==> src/rtl/udsp_pkg.sv <==
`default_nettype none
// ============================================================================
// Module   : udsp_pkg
// Purpose  : Shared uDSP types and defaults: data-memory geometry, region
//            bases and the sample-exchange state encoding.
// Revision : 1.0 - initial release
// ============================================================================
package udsp_pkg;

   localparam int c_DAW_DEFAULT = 10;
   localparam int c_DWW_DEFAULT = 36;

   localparam logic [9:0] c_IN_BASE_DEFAULT  = 10'h000;
   localparam logic [9:0] c_OUT_BASE_DEFAULT = 10'h080;

   typedef enum logic [2:0] {
      ST_IDLE    = 3'd0,
      ST_RD_ADDR = 3'd1,
      ST_RD_WAIT = 3'd2,
      ST_SEND    = 3'd3,
      ST_FILL    = 3'd4,
      ST_KICK    = 3'd5
   } xchg_state_t;

endpackage : udsp_pkg
`default_nettype wire

==> src/rtl/sample_exchanger.sv <==
`default_nettype none
// ============================================================================
// Module   : sample_exchanger
// Purpose  : Per-tick drain of DSP output samples to a stream, refill of the
//            input region from a stream, then a one-cycle uDSP start pulse.
// Revision : 1.0 - initial release
// ============================================================================
module sample_exchanger
   import udsp_pkg::*;
#(
   parameter int             DAW      = c_DAW_DEFAULT,
   parameter int             DWW      = c_DWW_DEFAULT,
   parameter int             NCH      = 8,
   parameter logic [DAW-1:0] IN_BASE  = DAW'(c_IN_BASE_DEFAULT),
   parameter logic [DAW-1:0] OUT_BASE = DAW'(c_OUT_BASE_DEFAULT)
) (
   input  logic           clk,
   input  logic           reset,
   input  logic           sampleTick,
   output logic [DAW-1:0] addrM,
   input  logic [DWW-1:0] dataMrd,
   output logic [DWW-1:0] dataMwr,
   output logic           writeEnM,
   input  logic           inValid,
   output logic           inReady,
   input  logic [DWW-1:0] inData,
   output logic           outValid,
   input  logic           outReady,
   output logic [DWW-1:0] outData,
   output logic           start,
   output logic           busy,
   output logic           overrun
);

   localparam logic [DAW-1:0] c_LAST_IDX = DAW'(NCH - 1);
   localparam logic [DAW-1:0] c_ONE      = DAW'(1);

   xchg_state_t    r_state;
   logic [DAW-1:0] r_idx;
   logic [DAW-1:0] r_rd_addr;
   logic [DWW-1:0] r_out_data;
   logic           r_out_valid;
   logic           r_in_ready;
   logic           r_start;
   logic           r_busy;
   logic           r_overrun;

   logic           w_fill_hs;

   always_ff @(posedge clk or posedge reset) begin
      if (reset) begin
         r_state     <= ST_IDLE;
         r_idx       <= '0;
         r_rd_addr   <= '0;
         r_out_data  <= '0;
         r_out_valid <= 1'b0;
         r_in_ready  <= 1'b0;
         r_start     <= 1'b0;
         r_busy      <= 1'b0;
         r_overrun   <= 1'b0;
      end else begin
         r_start <= 1'b0;
         // Busy includes the KICK cycle, so a tick coinciding with KICK->IDLE is dropped.
         if (sampleTick && r_busy) begin
            r_overrun <= 1'b1;
         end
         case (r_state)
            ST_IDLE: begin
               if (sampleTick) begin
                  r_state   <= ST_RD_ADDR;
                  r_idx     <= '0;
                  r_rd_addr <= OUT_BASE;
                  r_busy    <= 1'b1;
               end
            end
            ST_RD_ADDR: begin
               r_state   <= ST_RD_WAIT;
               r_rd_addr <= '0;
            end
            ST_RD_WAIT: begin
               r_out_data  <= dataMrd;
               r_out_valid <= 1'b1;
               r_state     <= ST_SEND;
            end
            ST_SEND: begin
               if (outReady) begin
                  r_out_valid <= 1'b0;
                  if (r_idx == c_LAST_IDX) begin
                     r_idx      <= '0;
                     r_in_ready <= 1'b1;
                     r_state    <= ST_FILL;
                  end else begin
                     r_idx     <= r_idx + c_ONE;
                     r_rd_addr <= OUT_BASE + r_idx + c_ONE;
                     r_state   <= ST_RD_ADDR;
                  end
               end
            end
            ST_FILL: begin
               if (inValid) begin
                  if (r_idx == c_LAST_IDX) begin
                     r_idx      <= '0;
                     r_in_ready <= 1'b0;
                     r_start    <= 1'b1;
                     r_state    <= ST_KICK;
                  end else begin
                     r_idx <= r_idx + c_ONE;
                  end
               end
            end
            ST_KICK: begin
               r_busy  <= 1'b0;
               r_state <= ST_IDLE;
            end
            default: begin
               r_state     <= ST_IDLE;
               r_idx       <= '0;
               r_rd_addr   <= '0;
               r_out_valid <= 1'b0;
               r_in_ready  <= 1'b0;
               r_busy      <= 1'b0;
            end
         endcase
      end
   end

   // The write must land in the handshake cycle itself, so the port is steered combinationally.
   assign w_fill_hs = r_in_ready & inValid;
   assign addrM     = w_fill_hs ? (IN_BASE + r_idx) : r_rd_addr;
   assign dataMwr   = w_fill_hs ? inData : '0;
   assign writeEnM  = w_fill_hs;

   assign inReady   = r_in_ready;
   assign outValid  = r_out_valid;
   assign outData   = r_out_data;
   assign start     = r_start;
   assign busy      = r_busy;
   assign overrun   = r_overrun;

endmodule : sample_exchanger
`default_nettype wire

==> config.mk <==
export PLATFORM = sky130hd
export DESIGN_NAME = sample_exchanger
export DESIGN_NICKNAME = d
export VERILOG_FILES = /design/src/rtl/udsp_pkg.sv /design/src/rtl/sample_exchanger.sv
export SDC_FILE = /design/constraint.sdc
export NUM_CORES = 1
export LEC_CHECK = 0
export CORE_MARGIN = 2
export CORE_UTILIZATION = 43
export DETAILED_ROUTE_END_ITERATION = 16
export GPL_ROUTABILITY_DRIVEN = 0
export PLACE_DENSITY = 0.81
export SETUP_SLACK_MARGIN = 0.5
export SLEW_MARGIN = 10
export SYNTH_ARGS = -nofsm -noshare
export SYNTH_HDL_FRONTEND = slang
export SYNTH_SLANG_ARGS = --single-unit
==> constraint.sdc <==
create_clock -name clk -period 5.6 [get_ports clk]
set_input_delay 0.56 -clock clk [delete_from_list [all_inputs] [get_ports clk]]
set_output_delay 0.56 -clock clk [all_outputs]
set_load 0.01 [all_outputs]
== Word level (Yosys, flattened, before mapping) ==
Index checks and enable logic that the tools add are counted.

* Bits in registers: 64
* Bits in latches: 0
* Bits in writable memories: 0
* ROM bits: 0
* Input port bits: 77
* Word-level logic and storage cells: 72
* Memories: 0

* $add $sub $neg: 3
* Multipliers: 0
* Div/mod/pow operators: 0
* $lt $le $gt $ge: 0
* Eq/ne operators: 12
* Shift operators: 0
* Mux-type cells: 29
* Bitwise gates (word level): 6
* Reduce and logical (&&, ||, !) cells: 13

{| class="wikitable"
|+ Operators with widths
! kind !! number
|-
| 2-to-1 mux 10 bit || 8
|-
| case mux 10 bit (4 select lines) || 1
|-
| 2-to-1 mux 36 bit || 1
|-
| case mux 10 bit (3 select lines) || 1
|-
| adder 10 x 1 -> 10 bit (second input constant) || 2
|-
| 2-to-1 mux 3 bit || 5
|-
| case mux 3 bit (5 select lines) || 1
|-
| != test 2 bit (second input constant) || 6
|-
| AND reduction 4 bit || 3
|-
| OR reduction 4 bit || 3
|-
| adder 8 x 10 -> 10 bit (first input constant) || 1
|-
| == test 10 x 3 -> 1 bit (second input constant) || 1
|-
| 2-to-1 mux 1 bit || 9
|-
| == test 3 x 2 -> 1 bit (second input constant) || 2
|-
| == test 3 bit (second input constant) || 2
|-
| case mux 1 bit (3 select lines) || 2
|-
| OR reduction 3 bit || 2
|-
| inverter 1 bit || 5
|-
| AND reduction 5 bit || 1
|-
| AND reduction 2 bit || 2
|-
| == test 3 x 1 -> 1 bit (second input constant) || 1
|-
| logical NOT 3 bit || 1
|-
| case mux 1 bit (2 select lines) || 1
|-
| bitwise AND 1 bit || 1
|-
| logical AND 1 bit || 1
|}

== Longest topological paths before layout ==
Gate-level depths: netlist of run 1.

* Depth in word-level cells: 5
* Depth in mapped cells: 5
* Mapped depth without buffers: 5

== Worst setup path after synthesis of run 1 ==
No wires, ideal clock.

* Path type: register -> register
* Start point: register r_idx[3]
* End point: register r_rd_addr[7]
* Setup time: 0.066 ns
* Arrival: 1.914 ns
* Data required time: 5.534 ns
* Setup slack: 3.620 ns
* Stages on the path, launching flop included: 6
* Period minus slack after synthesis: 1.980 ns
* Cell sequence: dfrtp_1 buf_6 or4_4 or3_4 o22ai_4 a221o_2

* Cells in the longest elaborated chain, start to end: 5
* Elaborated cells between the ends (all ways): 8
* Classes of those cells: add/sub (2); eq/ne (2); mux (3); reduce/logical (1)

{| class="wikitable"
|+ RTL lines
! element !! RTL line !! text
|-
| start, declared || sample_exchanger.sv:39 || <nowiki>logic [DAW-1:0] r_idx;</nowiki>
|-
| start signal, assigned || sample_exchanger.sv:93 || <nowiki>r_idx <= r_idx + c_ONE;</nowiki>
|-
| start signal, assigned || sample_exchanger.sv:107 || <nowiki>r_idx <= r_idx + c_ONE;</nowiki>
|-
| adder 8 x 10 -> 10 bit || sample_exchanger.sv:94 || <nowiki>r_rd_addr <= OUT_BASE + r_idx + c_ONE;</nowiki>
|-
| adder 10 x 1 -> 10 bit || sample_exchanger.sv:94 ||
|-
| 2-to-1 mux 10 bit || sample_exchanger.sv:88 || <nowiki>if (r_idx == c_LAST_IDX) begin</nowiki>
|-
| 2-to-1 mux 10 bit || sample_exchanger.sv:86 || <nowiki>if (outReady) begin</nowiki>
|-
| case mux 10 bit (3 select lines) || sample_exchanger.sv:67 || <nowiki>case (r_state)</nowiki>
|-
| end signal, assigned || sample_exchanger.sv:94 ||
|-
| end, declared || sample_exchanger.sv:40 || <nowiki>logic [DAW-1:0] r_rd_addr;</nowiki>
|}

Several ways; a longest one is shown, not always the timed one. The select of a mux whose other input is x is not followed.
A chain may end at the register's enable or synchronous reset.

== Worst setup path in the final report of run 1 ==
* Start point: register r_in_ready, in the netlist inReady
* End point: output port addrM[7]

* Cells in the longest elaborated chain, start to end: 2

{| class="wikitable"
|+ RTL lines
! element !! RTL line !! text
|-
| start, declared || sample_exchanger.sv:43 || <nowiki>logic r_in_ready;</nowiki>
|-
| start signal, assigned || sample_exchanger.sv:57 || <nowiki>r_in_ready <= 1'b0;</nowiki>
|-
| start signal, assigned || sample_exchanger.sv:90 || <nowiki>r_in_ready <= 1'b1;</nowiki>
|-
| start signal, assigned || sample_exchanger.sv:103 || <nowiki>r_in_ready <= 1'b0;</nowiki>
|-
| bitwise AND 1 bit || sample_exchanger.sv:128 || <nowiki>assign w_fill_hs = r_in_ready & inValid;</nowiki>
|-
| 2-to-1 mux 10 bit || sample_exchanger.sv:129 || <nowiki>assign addrM = w_fill_hs ? (IN_BASE + r_idx) : r_rd_addr;</nowiki>
|-
| end, declared || sample_exchanger.sv:20 || <nowiki>output logic [DAW-1:0] addrM,</nowiki>
|}

No other way between the ends.

==> impl_table.tex, run 1 <==
\begin{tabular}{lr}
\hline
Metric & Value \\
\hline
\multicolumn{2}{l}{\textbf{CTS}} \\
\quad Number of buffers created by CTS & 9 \\
\quad H-tree depth reported by CTS & 3 \\
\quad Buffer count from post-CTS setup fixing & 0 \\
\quad PostCTS Resize Cnt & 0 \\
\quad Number of buffers inserted for hold repair after clock tree synthesis & 0 \\
\quad Clock edge transition at the registers on the reported setup and hold paths & 70 ps \\
\quad Clock insertion delay at the later pin of the skew report & 340 ps \\
\quad Clock root buffer master & sky130\_fd\_sc\_hd\_\_clkbuf\_8 \\
\quad Clk sink count & 64 \\
\quad TritonCTS clock tree & done \\
\quad CTS max path bufs & 2 \\
\multicolumn{2}{l}{\textbf{Routing}} \\
\quad Antenna violation net count after detailed routing & 0 \\
\quad Top layer used by detailed routing & met4 \\
\quad Via density per instance & 5.20 \\
\quad WL met1 & 4.16 mm \\
\quad Metal3 WL & 509 um \\
\quad Drt first pass iters & 4 \\
\quad Count of vias placed by the detailed router & 2876 \\
\quad Detailed route wirelength on metal2 & 4.55 mm \\
\quad DR iter-0 viols & 144 \\
\quad WL/cell & 16.8 um \\
\quad Overall routed net length & 9.27 mm \\
\quad DRC errors left & 0 \\
\multicolumn{2}{l}{\textbf{Die}} \\
\quad I/O Pins & 165 \\
\quad Chip Width & 91.1 um \\
\quad Number of core rows & 31 \\
\quad Floorplan die area & 8300 sq um \\
\quad Die extent in y & 91.1 um \\
\quad Initial core utilization & 44.8\% \\
\quad Total core area & 7290 sq um \\
\multicolumn{2}{l}{\textbf{STA}} \\
\quad Number of hold-slack violations in the final timing report & 0 \\
\quad Relative slew slack & 30.5\% \\
\quad Final cycle utilization of the critical path & 58.1\% \\
\quad RSZ-0062 raised after global routing & false \\
\quad Least-Margin Pin Slew & 1030 ps \\
\quad Clock period minus worst slack & 3260 ps \\
\quad Number of max-slew violations in the final report & 0 \\
\quad Maximum operating frequency & 0.307 GHz \\
\quad Post-Route Setup TNS & 0 ps \\
\quad Final setup skew & 7.58 ps \\
\quad Total of endpoints with negative setup slack in the final report & 0 \\
\multicolumn{2}{l}{\textbf{Min path}} \\
\quad Worst min path class & register to register \\
\quad Hold path startpoint & overrun\$\_DFFE\_PP0P\_ \\
\multicolumn{2}{l}{\textbf{Global route}} \\
\quad First-pass GRT wire length & 15.3 mm \\
\quad GRT Residual Overflow & 0 \\
\quad Via count of the first global-routing pass & 2951 \\
\quad Maximum number of pins on one net before global-route repair & 65 \\
\quad Number of antenna violations at the first check in global routing & 0 \\
\quad GRT Util Overall & 23.0\% \\
\multicolumn{2}{l}{\textbf{Worst setup path}} \\
\quad R2R Path Start & r\_state[0]\$\_DFFE\_PP0P\_ \\
\quad CP Data Required Time & 5040 ps \\
\quad Worst setup SP type & register \\
\quad Type of the worst setup path & register to output pin \\
\quad Crit path launch & inReady\$\_DFFE\_PP0P\_ \\
\quad Worst setup EP type & output pin \\
\quad Signal arrival time at the worst endpoint & 2700 ps \\
\quad Maximum fanout count along the critical path & 39 \\
\multicolumn{2}{l}{\textbf{Power and ir drop}} \\
\quad Total leakage power & 0.00226 uW \\
\quad P per Cell Area & 453 nW/um\^{}2 \\
\quad Largest voltage drop on the vdd net & 0.000224 V \\
\multicolumn{2}{l}{\textbf{Run}} \\
\quad Max-cap violations & 0 \\
\multicolumn{2}{l}{\textbf{Synthesis}} \\
\quad Sequential element share of the synthesized area & 49.1\% \\
\quad Synthesis Warnings & 0 \\
\quad Cell count after synthesis & 289 \\
\quad Nets in the synthesized netlist & 367 \\
\quad Number of enable flip-flop cells after synthesis & 0 \\
\quad Post-synth top flop & sky130\_fd\_sc\_hd\_\_dfrtp\_1 \\
\quad Mapped Area & 3260 sq um \\
\quad Async set-or-reset flop fraction in the synthesized netlist & 100\% \\
\quad Number of distinct library cells after synthesis & 52 \\
\quad Mean area per synthesized cell & 11.3 sq um \\
\quad Register bit count reported by yosys & 64 \\
\multicolumn{2}{l}{\textbf{Finish}} \\
\quad Final-stage net count & 527 \\
\quad Final std cells w/o fill & 553 \\
\quad Layout-stage area growth over the synthesis result & 59.6\% \\
\quad Number of fill cells & 537 \\
\quad Number of antenna cells inserted & 0 \\
\quad Share of final-layout standard cells stronger than drive strength 1 & 18.3\% \\
\quad Final core area utilization & 71.4\% \\
\multicolumn{2}{l}{\textbf{Placement}} \\
\quad PortBufs & 164 \\
\quad Placed Instances & 537 \\
\quad Half-perimeter wire length after detailed placement & 6.87 mm \\
\multicolumn{2}{l}{\textbf{Status}} \\
\quad Result of the run & complete, no violations \\
\hline
\end{tabular}
## state kept, by name, indices dropped and copies added (netlist names)
signal     cells
inReady        1
r_rd_addr     10
r_idx         10
outValid       1
r_state        3
overrun        1
busy           1
start          1
outData       36
## cell usage in the layout (no fill, tap or decap), types with 3 or more instances in the layout
master / synthesis / layout
sky130_fd_sc_hd__a22o_2: 6 / 6
sky130_fd_sc_hd__mux2_2: 44 / 44
sky130_fd_sc_hd__or3_1: 5 / 5
sky130_fd_sc_hd__nor3_1: 5 / 5
sky130_fd_sc_hd__nand3_1: 3 / 3
sky130_fd_sc_hd__a21o_1: 5 / 5
sky130_fd_sc_hd__clkinv_4: 0 / 3
sky130_fd_sc_hd__nand2b_1: 3 / 3
sky130_fd_sc_hd__o21ai_0: 11 / 11
sky130_fd_sc_hd__clkdlybuf4s50_1: 0 / 164
sky130_fd_sc_hd__xnor2_1: 4 / 4
sky130_fd_sc_hd__a22o_1: 3 / 3
sky130_fd_sc_hd__dfrtp_1: 64 / 64
sky130_fd_sc_hd__and3_1: 37 / 37
sky130_fd_sc_hd__o2bb2ai_1: 4 / 4
sky130_fd_sc_hd__a21oi_1: 4 / 4
sky130_fd_sc_hd__nor2_1: 10 / 10
sky130_fd_sc_hd__buf_4: 0 / 4
sky130_fd_sc_hd__inv_1: 9 / 8
sky130_fd_sc_hd__nand2_1: 14 / 14
sky130_fd_sc_hd__clkbuf_8: 0 / 9
## cells in the mapped netlist, types with 3 or more instances
cell type                   instances  area share, %
sky130_fd_sc_hd__nor3_1             5           0.77
sky130_fd_sc_hd__o21ai_0           11            1.7
sky130_fd_sc_hd__buf_2              5           0.77
sky130_fd_sc_hd__dfrtp_1           64             49
sky130_fd_sc_hd__a21o_1             5            1.1
sky130_fd_sc_hd__a21oi_1            4           0.61
sky130_fd_sc_hd__inv_1              9            1.0
sky130_fd_sc_hd__mux2_2            44             15
sky130_fd_sc_hd__and3_1            37            7.1
sky130_fd_sc_hd__nor2_1            10            1.1
sky130_fd_sc_hd__or3_1              5           0.96
sky130_fd_sc_hd__nand2b_1           3           0.57
sky130_fd_sc_hd__clkbuf_1          12            1.4
sky130_fd_sc_hd__nand2_1           14            1.6
sky130_fd_sc_hd__xnor2_1            4            1.1
sky130_fd_sc_hd__o2bb2ai_1          4            1.1
sky130_fd_sc_hd__nand3_1            3           0.46
sky130_fd_sc_hd__a22o_1             3           0.81
sky130_fd_sc_hd__a22o_2             6            1.8
## per-layer routing
layer  vias up  global-route usage (%)
li1       1375                       -
met1      1382                    31.2
met2       110                    36.7
met3         9                    6.06
met4         0                    6.19
met5         -                       0
## cell type report
class                           count  area [sq um]  area share (%)
Timing Repair Buffer              168          1670            32.1
Sequential cell                    64          1600            30.7
Multi-Input combinational cell    197          1550            29.7
Clock buffer                        9           124            2.38
Tap cell                           99           124            2.38
Clock inverter                      7           105            2.02
Inverter                            9          33.8           0.649
## through the flow
stage	hold slack (ps)	instance area [sq um]	total power, uW	setup slack, ps
after floorplan	451	3260	1400	3440
after global placement	444	4980	1880	2490
after detailed placement	445	4980	1920	2440
after CTS	462	5210	2380	2300
after global routing	507	5210	2500	2020
final	461	5210	2360	2340
## logic make-up after synthesis
logic type                 count (synthesis)  synth area share, %
and+or+nand+nor                           96                 17.6
DFF                                       64                 49.1
AOI/OAI and AO/OA                         50                 12.5
muxes                                     44                 15.2
buffers and inverters                     28                 3.68
xor gates and xnor gates                   6                 1.61
adders and majority gates                  1                0.383
## critical path: stages, from the launching register on
cell and delay [ps]:
sky130_fd_sc_hd__dfrtp_1 890, sky130_fd_sc_hd__nand2_1 540, sky130_fd_sc_hd__o21ai_0 340, sky130_fd_sc_hd__clkdlybuf4s50_1 580
## power breakdown
part	switching, uW	leakage (uW)	internal, uW
sequential	165	0.000769	658
combinational	442	0.00138	644
clock	196	0.000112	256
## final timing paths
| check | end | slack [ps] | depth (start not counted) |
|---|---|---|---|
| worst max register to register | r_rd_addr[7]$_DFFE_PP0P_ | 3170 | 4 |
| max in group asynchronous | outData[10]$_DFFE_PP0P_ | 4310 | 3 |
| worst min-delay path | overrun$_DFFE_PP0P_ | 460 | 1 |
| worst min register to register | overrun$_DFFE_PP0P_ | 460 | 1 |
| worst max-delay path | addrM[7] | 2340 | 3 |
| min in group asynchronous | outData[18]$_DFFE_PP0P_ | 770 | 3 |
No activity file was read; power rests on OpenSTA's default activity.
==> run 2, diff against run 1 <==
--- a/config.mk
+++ b/config.mk
@@ -6,10 +6,10 @@
 export NUM_CORES = 1
 export LEC_CHECK = 0
 export CORE_MARGIN = 2
-export CORE_UTILIZATION = 43
+export CORE_UTILIZATION = 36
 export DETAILED_ROUTE_END_ITERATION = 16
 export GPL_ROUTABILITY_DRIVEN = 0
-export PLACE_DENSITY = 0.81
+export PLACE_DENSITY = 0.72
 export SETUP_SLACK_MARGIN = 0.5
 export SLEW_MARGIN = 10
 export SYNTH_ARGS = -nofsm -noshare
==> constraint.sdc (replaced) <==
create_clock -name clk -period 2.7 [get_ports clk]
set_input_delay 0.27 -clock clk [delete_from_list [all_inputs] [get_ports clk]]
set_output_delay 0.27 -clock clk [all_outputs]
set_load 0.01 [all_outputs]
==> run 2 against run 1 <==
Net effect: combinational power is 120% higher; setup slack worse by 1800 ps; highest routed layer unchanged; non-clock buffer count rose by 6; core utilization shrank 11 points; clock power up 110%; first-iteration DRC count down 31%; die area increased by 19%; largest power group unchanged; global-route usage decreased by 4.2 points.
==> impl_table.tex, run 2 (same netlist as run 1, synthesis figures left out) <==
\begin{tabular}{lr}
\hline
Metric & Value \\
\hline
\multicolumn{2}{l}{\textbf{Status}} \\
\quad Result of the run & complete, no violations \\
\multicolumn{2}{l}{\textbf{STA}} \\
\quad Relative slew slack & 57.4\% \\
\quad RSZ-0062 raised after global routing & true \\
\quad Final setup skew & 15.2 ps \\
\quad Final cycle utilization of the critical path & 79.4\% \\
\quad Least-Margin Pin Slew & 638 ps \\
\quad Maximum operating frequency & 0.467 GHz \\
\quad Clock period minus worst slack & 2140 ps \\
\quad Total of endpoints with negative setup slack in the final report & 0 \\
\quad Number of hold-slack violations in the final timing report & 0 \\
\quad Post-Route Setup TNS & 0 ps \\
\quad Number of max-slew violations in the final report & 0 \\
\multicolumn{2}{l}{\textbf{Worst setup path}} \\
\quad CP Data Required Time & 2430 ps \\
\quad CP max stage delay & 480 ps \\
\quad Most frequent cell on the critical path & sky130\_fd\_sc\_hd\_\_clkdlybuf4s50\_1 \\
\quad Type of the worst setup path & input pin to output pin \\
\quad Signal arrival time at the worst endpoint & 1870 ps \\
\quad Critical-path top delay cell & sky130\_fd\_sc\_hd\_\_clkdlybuf4s50\_1 \\
\quad Maximum fanout count along the critical path & 14 \\
\quad Worst setup EP type & output pin \\
\quad Worst setup SP type & input pin \\
\quad Critical path, cell by cell & clkdlybuf4s50\_1, nand2\_2, mux2\_2, clkdlybuf4s50\_1 \\
\multicolumn{2}{l}{\textbf{Global route}} \\
\quad GRT Residual Overflow & 0 \\
\quad GRT Util Overall & 18.8\% \\
\quad First-pass GRT wire length & 14.8 mm \\
\quad Maximum number of pins on one net before global-route repair & 39 \\
\quad Number of antenna violations at the first check in global routing & 0 \\
\quad Via count of the first global-routing pass & 2980 \\
\multicolumn{2}{l}{\textbf{Die}} \\
\quad I/O Pins & 165 \\
\quad Total core area & 8760 sq um \\
\quad Chip Width & 99.2 um \\
\quad Number of core rows & 34 \\
\quad Die extent in y & 99.2 um \\
\quad Initial core utilization & 37.3\% \\
\quad Floorplan die area & 9850 sq um \\
\multicolumn{2}{l}{\textbf{CTS}} \\
\quad Clock insertion delay at the later pin of the skew report & 340 ps \\
\quad H-tree depth reported by CTS & 3 \\
\quad CTS max path bufs & 2 \\
\quad Number of buffers created by CTS & 9 \\
\quad Clk sink count & 64 \\
\quad Number of buffers inserted for hold repair after clock tree synthesis & 0 \\
\quad Clock root buffer master & sky130\_fd\_sc\_hd\_\_clkbuf\_8 \\
\quad Clock edge transition at the registers on the reported setup and hold paths & 90 ps \\
\quad TritonCTS clock tree & done \\
\multicolumn{2}{l}{\textbf{Finish}} \\
\quad Most common cell after layout, fill and taps aside & sky130\_fd\_sc\_hd\_\_clkdlybuf4s50\_1 \\
\quad Number of antenna cells inserted & 0 \\
\quad Leading cell types in the layout, fill and taps excluded & 164 x sky130\_fd\_sc\_hd\_\_clkdlybuf4s50\_1, 64 x sky130\_fd\_sc\_hd\_\_dfrtp\_1, 44 x sky130\_fd\_sc\_hd\_\_mux2\_2 \\
\quad Layout-stage area growth over the synthesis result & 62.4\% \\
\quad Number of fill cells & 770 \\
\quad Final Instance Area & 5300 sq um \\
\quad Final-stage net count & 533 \\
\quad Number of flip-flops in the largest register & 36 \\
\quad Share of final-layout standard cells stronger than drive strength 1 & 20.0\% \\
\quad Final core area utilization & 60.5\% \\
\multicolumn{2}{l}{\textbf{Min path}} \\
\quad Worst min path class & input pin to async pin \\
\multicolumn{2}{l}{\textbf{Power and ir drop}} \\
\quad P per Cell Area & 937 nW/um\^{}2 \\
\quad Total leakage power & 0.00230 uW \\
\quad Largest voltage drop on the vdd net & 0.000360 V \\
\quad Final total power & 4970 uW \\
\multicolumn{2}{l}{\textbf{Routing}} \\
\quad Count of vias placed by the detailed router & 2935 \\
\quad Metal3 WL & 670 um \\
\quad WL met1 & 3.97 mm \\
\quad Via density per instance & 5.17 \\
\quad DR iter-0 viols & 99 \\
\quad DRC errors left & 0 \\
\quad Overall routed net length & 9.26 mm \\
\quad Drt first pass iters & 4 \\
\quad Antenna violation net count after detailed routing & 0 \\
\quad Top layer used by detailed routing & met4 \\
\quad Detailed route wirelength on metal2 & 4.54 mm \\
\quad WL/cell & 16.3 um \\
\multicolumn{2}{l}{\textbf{Placement}} \\
\quad Post-DP Area & 5030 sq um \\
\quad Half-perimeter wire length after detailed placement & 6.83 mm \\
\quad PortBufs & 164 \\
\multicolumn{2}{l}{\textbf{Run}} \\
\quad Max-cap violations & 0 \\
\hline
\end{tabular}
==> run 2: layer usage <==
metal	vias to the layer above	global-route usage, %
met5	-	0
met4	0	5.80
met3	6	5.41
met2	121	31.5
met1	1417	23.6
li1	1391	-
==> run 2: critical path, delay by kind of cell <==
| kind | cells | cell delay [ps] |
|---|---|---|
| buffers and inverters | 2 | 950 |
| multiplexers | 1 | 370 |
| AND/OR/NAND/NOR | 1 | 280 |
==> run 2: area by class of cell <==
cell class | count | area (sq um) | area share (%)
Clock buffer | 9 | 124 | 2.34
Clock inverter | 7 | 103 | 1.94
Inverter | 9 | 33.8 | 0.637
Multi-Input combinational cell | 197 | 1560 | 29.5
Sequential cell | 64 | 1600 | 30.2
Tap cell | 108 | 135 | 2.55
Timing Repair Buffer | 174 | 1740 | 32.9
==> run 2: through the flow <==
| step | instances | setup slack, ps | hold slack, ps |
|---|---|---|---|
| 5_1_grt | 568 | 466 | 375 |
| 2_1_floorplan | 289 | 720 | 387 |
| 3_5_place_dp | 549 | 284 | 456 |
| 6_report | 568 | 557 | 328 |
| 3_3_place_gp | 549 | 392 | 449 |
| 4_1_cts | 565 | 496 | 344 |
==> run 2: report_power, final <==
part,switching (uW),internal [uW],leakage [uW]
sequential,326,1370,0.000769
clock,401,529,0.000110
combinational,943,1410,0.00142
total,1670,3300,0.00230
==> run 2: timing repair <==
item	4_1_cts	5_1_grt
pin swaps	0	3
cloned	0	0
buffers inserted	0	3
endpoints found under the setup margin	11	50
resized for setup	2	1
==> run 2: path summary, 6_finish.rpt <==
path	startpoint	to	slack (ps)	depth (start not counted)
setup / recovery	inValid	addrM[4]	560	4
hold / removal	reset	r_rd_addr[2]$_DFFE_PP0P_	330	2
setup reg to reg	r_idx[3]$_DFFE_PP0P_	r_rd_addr[7]$_DFFE_PP0P_	610	5
hold reg to reg	overrun$_DFFE_PP0P_	overrun$_DFFE_PP0P_	470	1
max in group asynchronous	reset	outData[0]$_DFFE_PP0P_	1760	3
min in group clk	overrun$_DFFE_PP0P_	overrun$_DFFE_PP0P_	470	1
